==> src/rtl/digit_serial_addsub.sv <==
// Digit-serial two's-complement adder/subtractor: DIGIT bits per clock, LSD first,
// start/busy/done handshake, carry and signed-overflow flags on completion.

module digit_serial_addsub_fa (
    input  logic a,
    input  logic b,
    input  logic ci,
    output logic s,
    output logic co
);
    assign s  = a ^ b ^ ci;
    assign co = (a & b) | (ci & (a ^ b));
endmodule

module digit_serial_addsub #(
    parameter int WIDTH = 16,
    parameter int DIGIT = 4
) (
    input  logic             clk,
    input  logic             rst_n,
    input  logic             start,
    input  logic             mode,
    input  logic [WIDTH-1:0] a,
    input  logic [WIDTH-1:0] b,
    output logic             busy,
    output logic             done,
    output logic [WIDTH-1:0] s,
    output logic             cout,
    output logic             ovf
);
    localparam int NDIG = WIDTH / DIGIT;
    localparam int CW   = $clog2(NDIG + 1);

    typedef enum logic {IDLE, RUN} state_t;

    state_t           state, state_next;
    logic [WIDTH-1:0] op_a, op_b, acc, acc_next;
    logic             carry;
    logic [CW-1:0]    cnt;
    logic             last;

    logic [DIGIT:0]       c;
    logic [DIGIT-1:0]     sum_dig;
    logic [WIDTH+DIGIT-1:0] acc_cat;

    // Operands shift right each cycle so the active digit is always the low slice.
    assign c[0] = carry;
    for (genvar i = 0; i < DIGIT; i++) begin : g_slice
        digit_serial_addsub_fa u_fa (
            .a  (op_a[i]),
            .b  (op_b[i]),
            .ci (c[i]),
            .s  (sum_dig[i]),
            .co (c[i+1])
        );
    end

    // New digit enters at the top; after NDIG cycles the word is in order.
    assign acc_cat  = {sum_dig, acc};
    assign acc_next = acc_cat[WIDTH+DIGIT-1:DIGIT];
    assign last     = (cnt == CW'(NDIG - 1));
    assign busy     = (state == RUN);

    always_ff @(posedge clk or negedge rst_n) begin
        if (!rst_n) state <= IDLE;
        else        state <= state_next;
    end

    always_comb begin
        state_next = state;
        case (state)
            IDLE:    if (start) state_next = RUN;
            RUN:     if (last)  state_next = IDLE;
            default: state_next = IDLE;
        endcase
    end

    always_ff @(posedge clk or negedge rst_n) begin
        if (!rst_n) begin
            op_a  <= '0;
            op_b  <= '0;
            acc   <= '0;
            carry <= 1'b0;
            cnt   <= '0;
            s     <= '0;
            cout  <= 1'b0;
            ovf   <= 1'b0;
            done  <= 1'b0;
        end else begin
            done <= 1'b0;
            case (state)
                IDLE: begin
                    if (start) begin
                        op_a  <= a;
                        op_b  <= b ^ {WIDTH{mode}};
                        carry <= mode;
                        cnt   <= '0;
                        acc   <= '0;
                    end
                end
                RUN: begin
                    op_a  <= op_a >> DIGIT;
                    op_b  <= op_b >> DIGIT;
                    carry <= c[DIGIT];
                    acc   <= acc_next;
                    cnt   <= cnt + CW'(1);
                    if (last) begin
                        s    <= acc_next;
                        cout <= c[DIGIT];
                        ovf  <= c[DIGIT-1] ^ c[DIGIT];
                        done <= 1'b1;
                        cnt  <= '0;
                    end
                end
                default: ;
            endcase
        end
    end
endmodule

==> config.mk <==
export PLATFORM = sky130hd
export DESIGN_NAME = digit_serial_addsub
export DESIGN_NICKNAME = d
export VERILOG_FILES = /design/src/rtl/digit_serial_addsub.sv
export SDC_FILE = /design/constraint.sdc
export NUM_CORES = 1
export LEC_CHECK = 0
export BUFFER_PORTS_ARGS = -buffer_cell sky130_fd_sc_hd__clkbuf_2
export CORE_UTILIZATION = 50
export CTS_CLUSTER_SIZE = 8
export DETAILED_ROUTE_END_ITERATION = 7
export PLACE_DENSITY = 0.73
export SYNTH_ARGS = -nofsm -noshare
export SYNTH_HDL_FRONTEND = slang
export SYNTH_SLANG_ARGS = --single-unit
==> constraint.sdc <==
create_clock -name clk -period 2.8 [get_ports clk]
set_input_delay 0.14 -clock clk [delete_from_list [all_inputs] [get_ports clk]]
set_output_delay 0.14 -clock clk [all_outputs]
set_load 0.01 [all_outputs]
Yosys cells after proc, flatten, opt, wreduce, memory -nomap -nowiden
Cells that the tools add are included.
{"block": "totals", "ff_bits": 72, "inputBits": 36, "out_inout_bits": 20, "wordCells": 53}
{"block": "classes", "addsub": 1, "eq_ne": 2, "n_mux": 16, "bitwise_logic": 23, "n_reduce_logical": 1}
{"op": "16-bit case mux with 2 select lines", "n": 3}
{"op": "16-bit two-way mux", "n": 3}
{"op": "16-bit XOR", "n": 1}
{"op": "1-bit XOR", "n": 9}
{"op": "1-bit AND", "n": 8}
{"op": "3-bit two-way mux", "n": 2}
{"op": "3-bit case mux with 2 select lines", "n": 1}
{"op": "1-bit two-way mux", "n": 5}
{"op": "1-bit bitwise OR", "n": 4}
{"op": "1-bit case mux with 2 select lines", "n": 2}
{"op": "3-bit by 1-bit adder with 3-bit output (second input constant)", "n": 1}
{"op": "3-bit by 2-bit == test with 1-bit output (second input constant)", "n": 1}
{"op": "2-bit inequality test (second input constant)", "n": 1}
{"op": "2-bit AND reduction", "n": 1}
{"op": "1-bit NOT", "n": 1}

Longest topological paths before layout
Gate-level depths: netlist (run 1).
{"block": "logic_depth", "word_depth": 10, "mapped_depth": 9, "depth_no_buf": 9}

By module
Synthesis (run 1) repeated with hierarchy kept, for this count alone.
{"block": "hier_totals", "cells_unflattened": 254, "hier_area_um2": 3113.0}
{"module": "digit_serial_addsub", "instances": 1, "cells_per_inst": 250, "area_each_um2": 3032.9, "seq_area_each_um2": 1701.6}
{"module": "digit_serial_addsub_fa", "instances": 4, "cells_per_inst": 1, "area_each_um2": 20.0, "seq_area_each_um2": 0.0}

Worst setup path after synthesis (run 1)
OpenSTA, ideal clock, no wires.
{"block": "synth_path", "path_kind": "register to register", "startpoint": "register carry", "endpoint": "register ovf", "setup_ns": 0.125, "arrival_ns": 2.028, "required_time_ns": 2.675, "setup_slack_ns": 0.647, "stages_incl_launch_ff": 10, "path_buffers": 0, "synth_period_minus_slack_ns": 2.153, "path_cell_list": "dfrtp_1 inv_1 fa_1 inv_1 fa_1 fa_1 inv_1 fa_1 xnor2_1 mux2_2"}
{"block": "synth_via", "elab_chain_len": 9}
{"item": "start, declared", "line": "38", "rtl": "logic carry;"}
{"item": "start signal, assigned", "line": "96", "rtl": "carry <= mode;"}
{"item": "start signal, assigned", "line": "104", "rtl": "carry <= c[DIGIT];"}
{"item": "1-bit AND *", "line": "12", "rtl": "assign co = (a & b) | (ci & (a ^ b));"}
{"item": "1-bit bitwise OR *", "line": "12"}
{"item": "1-bit AND *", "line": "12"}
{"item": "1-bit bitwise OR *", "line": "12"}
{"item": "1-bit AND *", "line": "12"}
{"item": "1-bit bitwise OR *", "line": "12"}
{"item": "1-bit AND", "line": "12"}
{"item": "1-bit bitwise OR", "line": "12"}
{"item": "1-bit XOR *", "line": "110", "rtl": "ovf <= c[DIGIT-1] ^ c[DIGIT];"}
{"item": "end signal, assigned", "line": "110"}
{"item": "end, declared", "line": "29", "rtl": "output logic ovf"}
Mark *: on every way between the ends. The rest lies on a longest branch, timed or not.
A chain may end at the register's enable or synchronous reset.

Worst setup path in the final report (run 1)
Same ends and word-level chain as after synthesis.

==> results.yml, run 1 <==
run_status:
  status: "completed"
route:
  ant_nets: 0
  vias: 2005
  drt_wl_total_mm: 5.49
  drt_iter0_drc: 69
  routedWlPerCell_um: 13.8
  drc: 0
  vias_per_cell: 5.05
  first_pass_iters: 4
cts:
  cts-resized-gates: 0
  cts_made_buffers: 9
  postCtsHoldBufs: 1
  cts_tree: "built"
  cts_buffer_depth: 2
  clock-root-buffer: "clkbuf_8"
  clkTransAtPathRegs_ps: 70
  htreeDepth: 3
  clk_latency_ps: 340
  cts_sinks: 68
  post-cts-setup-buffers: 0
setup_path:
  critPathArrivalTime_ps: 2530
  path_class: "flop to flop"
  slowest_delay_ps: 420
  cp_slowest_cell: "fa_1"
  cp-end-kind: "flop"
  startpoint_type: "flop"
  cp.required_ps: 3020
  crit_fanout: 3
  crit_top_cell: "fa_1"
  crit_chain: "inv_1 -> fa_1 -> inv_1 -> fa_1 -> fa_1 -> inv_1 -> fa_1 -> xnor2_1 -> mux2_2"
die:
  fp-row-count: 28
  start_util: 0.527
  fp.coreArea_um2: 5990
  fp.dieH_um: 81.5
  io_pins: 56
  dieArea_um2: 6640
  die_w_um: 81.5
placed_design:
  place_worst_setup_slack_ps: 494
  port_buffers: 55
  place_area_um2: 3440
  dpl.hpwl_mm: 3.81
  globalplace.congestion: 0.688
timing:
  holdWs_ps: 41.4
  tns_ps: 0
  max_freq_mhz: 434
  setup-violations-final: 0
  finalHoldViolCount: 0
  skew_ps: 6.80
  slew_headroom: 0.563
  fin_crit_ps: 2310
  final_max_slew_viol_count: 0
  fin_crit_sh: 0.823
  tightest_slew_ps: 655
  rsz0062_at_grt: "false"
  timing.final.ws_setup_ps: 494
synthesis:
  synthTopCellsByCount: "dfrtp_1, nand2_1, mux2i_1"
  synth_mux_area_frac: 0.135
  synth-main-ff-cell: "dfrtp_1"
  yosysUniqueCellTypes: 29
  synth_compound_area_frac: 0.0851
  synth_top_area_share: 0.539
  synth_xor_area_frac: 0.0471
  syn_inst: 263
  synthAdderAreaFrac: 0.0293
  yosysSeqAreaShare: 0.539
  synth_most_common_cell: "dfrtp_1"
  yosys_register_bits: 68
  syn-num-nets: 304
  synth.area.top_cells: "dfrtp_1, mux2i_1, xnor2_1"
  avgSynthCellArea_um2: 12.0
  synth_top_cell_by_area: "dfrtp_1"
  synth_edf_count: 0
  synth_top_family_by_area: "multiplexers"
  synthSimpleGateAreaFrac: 0.110
  synth_warnings: 0
  synth-async-reset-ratio: 1.00
  syn_area_um2: 3160
pwr:
  peakVddDrop_mv: 0.576
  p_leak_nw: 1.82
  sw_frac_of_total: 0.322
  power.switching_mw: 1.18
  pwr-share-comb: 0.319
  pwr-share-clk: 0.237
  p_seq_frac: 0.444
  p_per_area_nw_per_um2: 998
  intPower_mw: 2.48
global_routing:
  antenna_found_initial: 0
  grt_max_degree: 33
  grtUsageTotal: 0.193
  overflow: 0
  grt_pass1_vias: 1991
  grt_pass1_wl_mm: 9.30
layout:
  nNetsFinal: 358
  fillers: 498
  diodes: 0
  multiInputGateArea_um2: 1280
  design_area_um2: 3670
  final_util: 0.612
  seq_area_um2: 1700
  areaGrowthSynthToFinish_pct: 16.0
  layout-drive-gt1-share: 0.295
flow_run:
  maxCapViolCount: 0
hold_path:
  holdCritPathClass: "primary input to flop"
[flip-flops by register name, indices dropped and copies added, names as in the netlist]
name,flops
acc,12
busy,1
carry,1
cnt,3
cout,1
done,1
op_a,16
op_b,16
ovf,1
s,16
[stage by stage]
step	power [mW]	cells
2_1_floorplan	2.50	263
3_3_place_gp	2.77	380
3_5_place_dp	2.83	380
4_1_cts	3.71	397
5_1_grt	3.94	397
6_report	3.66	397
[cell usage in the layout (no fill, tap or decap), drive strengths merged]
cell / instances
dfrtp: 68
clkbuf: 65
nand2: 29
mux2i: 23
o21ai: 18
xnor2: 15
mux2: 15
inv: 12
nor2: 10
nand2b: 10
o211ai: 10
or3b: 10
buf: 6
a22o: 4
a211oi: 4
fa: 4
clkinv: 3
xor2: 2
and2: 2
a221o: 2
bufinv: 2
nand3b: 1
a32o: 1
nor3b: 1
a31o: 1
and3: 1
nor2b: 1
ha: 1
dlygate4sd3: 1
[worst max-delay path: cells and delay by family, from the launching register on]
kind,cells,cell delay (ps)
adder cells (fa/ha/maj),4,1230
flip-flops,1,350
multiplexers,1,250
buffers and inverters,3,210
XOR/XNOR,1,150
[final timing paths]
check | from | to | slack [ps] | cells past startpoint
max | carry | ovf | 490 | 9
min | a[13] | op_a[13] | 40 | 3
max reg2reg | carry | ovf | 490 | 9
min reg2reg | op_a[12] | op_a[8] | 480 | 2
max in group asynchronous | rst_n | op_a[2] | 1760 | 3
min in group asynchronous | rst_n | s[1] | 310 | 2
[final cells by class]
type                    instances  share of cell area
inverters                      12              0.0123
multi-input cells             165               0.351
repair buffers                 61              0.0881
well taps                      75              0.0256
flip-flops and latches         68               0.465
clock inverters                 5              0.0205
clock buffers                  11              0.0386
[power by group through the flow]
stage / sequential (mW) / clock [mW] / combinational, mW
floorplan: 1.60 / 0 / 0.902
global placement: 1.63 / 0 / 1.15
detailed placement: 1.65 / 0 / 1.18
CTS: 1.63 / 0.888 / 1.19
global route: 1.68 / 0.940 / 1.32
finish: 1.63 / 0.867 / 1.17
[logic make-up (layout without fill, tap and decap cells)]
kind of cell / after synthesis / in the layout
xor+xnor: 17 / 17
fa+ha+maj: 5 / 5
buf+inv: 30 / 89
compound gates: 40 / 40
simple gates: 65 / 65
mux: 38 / 38
flops: 68 / 68
[metal layers]
layer | track usage | wire length (µm)
met1 | 0.245 | 2570
met2 | 0.301 | 2570
met3 | 0.0789 | 290
met4 | 0.0554 | 62
met5 | 0 | 0
Note: power is estimated with default switching activity, not from simulation.
==> run 2: changes to the inputs <==
clock period = 2.3 ns   (was 2.8 ns; I/O delays follow)
==> run 2 against run 1 <==
Net effect:
- die area unchanged
- clock power grew 14%
- critical path depth unchanged
- critical endpoint unchanged
==> results.yml, run 2 (synthesized netlist as in run 1, its figures left out) <==
pwr:
  p_per_area_nw_per_um2: 1200
  p_total_mw: 4.45
  peakVddDrop_mv: 0.503
  p_leak_nw: 1.82
setup_path:
  path_buf_inv: 3
  cp-end-kind: "flop"
  startpoint_type: "flop"
  cp_slowest_cell: "fa_2"
  path_class: "flop to flop"
  critPathArrivalTime_ps: 2520
  slowest_delay_ps: 390
  crit_top_cell: "fa_2"
  critPathTopFamily: "adder cells"
  crit_chain: "inv_1 -> fa_2 -> inv_2 -> fa_2 -> fa_2 -> inv_1 -> fa_2 -> xnor2_1 -> mux2_2"
  cp.required_ps: 2530
  crit_fanout: 2
timing:
  skew_ps: 8.51
  max_freq_mhz: 436
  setup-violations-final: 0
  finalHoldViolCount: 0
  fin_crit_sh: 0.996
  slew_headroom: 0.584
  tns_ps: 0
  final_max_slew_viol_count: 0
  fin_crit_ps: 2290
  tightest_slew_ps: 624
route:
  routedWlPerCell_um: 14.3
  first_pass_iters: 4
  drt_wl_total_mm: 5.71
  vias: 2071
  ant_nets: 0
  drc: 0
  drt_iter0_drc: 74
  vias_per_cell: 5.18
flow_run:
  maxCapViolCount: 0
die:
  fp.coreArea_um2: 5990
  fp.dieH_um: 81.5
  die_w_um: 81.5
  fp-row-count: 28
  start_util: 0.527
  dieArea_um2: 6640
  io_pins: 56
layout:
  layout-drive-gt1-share: 0.317
  nNetsFinal: 361
  areaGrowthSynthToFinish_pct: 17.0
  reg_top3: "op_a (16), op_b (16), s (16)"
  layout_common_cells: "dfrtp_1, clkbuf_2, nand2_1"
  layout_commonest_cell: "dfrtp_1"
  diodes: 0
global_routing:
  grtUsageTotal: 0.194
  grt_pass1_vias: 1964
  grt_max_degree: 49
  grt_pass1_wl_mm: 9.31
  antenna_found_initial: 0
  overflow: 0
cts:
  clock-root-buffer: "clkbuf_8"
  cts_tree: "built"
  cts_buffer_depth: 2
  clkTransAtPathRegs_ps: 70
  cts_sinks: 68
  clk_latency_ps: 350
  htreeDepth: 3
  cts_made_buffers: 9
placed_design:
  globalplace.congestion: 0.699
  port_buffers: 55
  dpl.hpwl_mm: 3.90
run_status:
  status: "completed"
hold_path:
  holdCritPathClass: "primary input to flop"
==> run 2: changes by cell type in the layout (fill, tap and decap cells not counted) <==
cell,before,now
fa_1,4,0
fa_2,0,4
buf_4,5,7
buf_12,0,1
bufinv_16,2,1
clkbuf_8,10,11
clkinv_2,3,2
clkinvlp_4,0,1
inv_1,12,11
inv_2,0,1
==> run 2: final timing paths <==
kind	start	to	slack (ps)	cells past startpoint
min in group asynchronous	rst_n	op_b[5]	270	2
worst min-delay path	a[12]	op_a[12]	20	3
worst min register to register	op_a[6]	op_a[2]	480	2
worst max-delay path	carry	ovf	9	9
worst max register to register	carry	ovf	9	9
max in group asynchronous	rst_n	busy	1380	3
==> run 2: through the flow <==
step                      hold slack (ps)  instance area, µm²  utilization  instances  worst slack (ps)
after CTS                            12.4                3670        0.613        398              22.8
final                                22.2                3700        0.617        400              8.83
after global routing                 30.0                3700        0.617        400             -46.5
after floorplan                      -181                3160            -        263               147
after global placement                105                3460        0.577        381              83.6
after detailed placement              115                3460        0.577        381             -16.1
==> run 2: cell type report <==
class                      instances  area, µm²
clock buffer                      12        155
clock inverter                     4       47.5
sequential                        68       1700
inverter                          12       45.0
fill                             504       2290
tap                               75       93.8
multi-input combinational        165       1290
timing repair buffer              64        358
==> run 2: per-layer routing <==
layer | vias to the layer above | share of wire | track usage
met5 | - | 0 | 0
met2 | 64 | 0.45 | 0.288
met1 | 981 | 0.47 | 0.255
met3 | 15 | 0.044 | 0.0433
met4 | 0 | 0.032 | 0.125
li1 | 1011 | - | -
==> run 2: report_power, final <==
part | switching [mW] | total (mW) | internal [mW]
Combinational | 0.721 | 1.49 | 0.764
Clock | 0.435 | 0.992 | 0.556
Sequential | 0.318 | 1.97 | 1.66
Total | 1.47 | 4.45 | 2.98
==> run 2: repair_timing <==
item	4_1_cts	5_1_grt
hold endpoints to repair	20	0
pin swaps	0	3
hold buffers	1	0
cloned	0	0
setup buffers	0	2
gates resized for setup	1	4
setup endpoints to repair	1	3
==> run 2: worst register-to-register path: cells and delay by family (launching register included) <==
kind                     cells  cell delay, ps
buffers and inverters        3             200
adder cells (fa/ha/maj)      4            1210
flip-flops                   1             350
multiplexers                 1             280
XOR/XNOR                     1             150
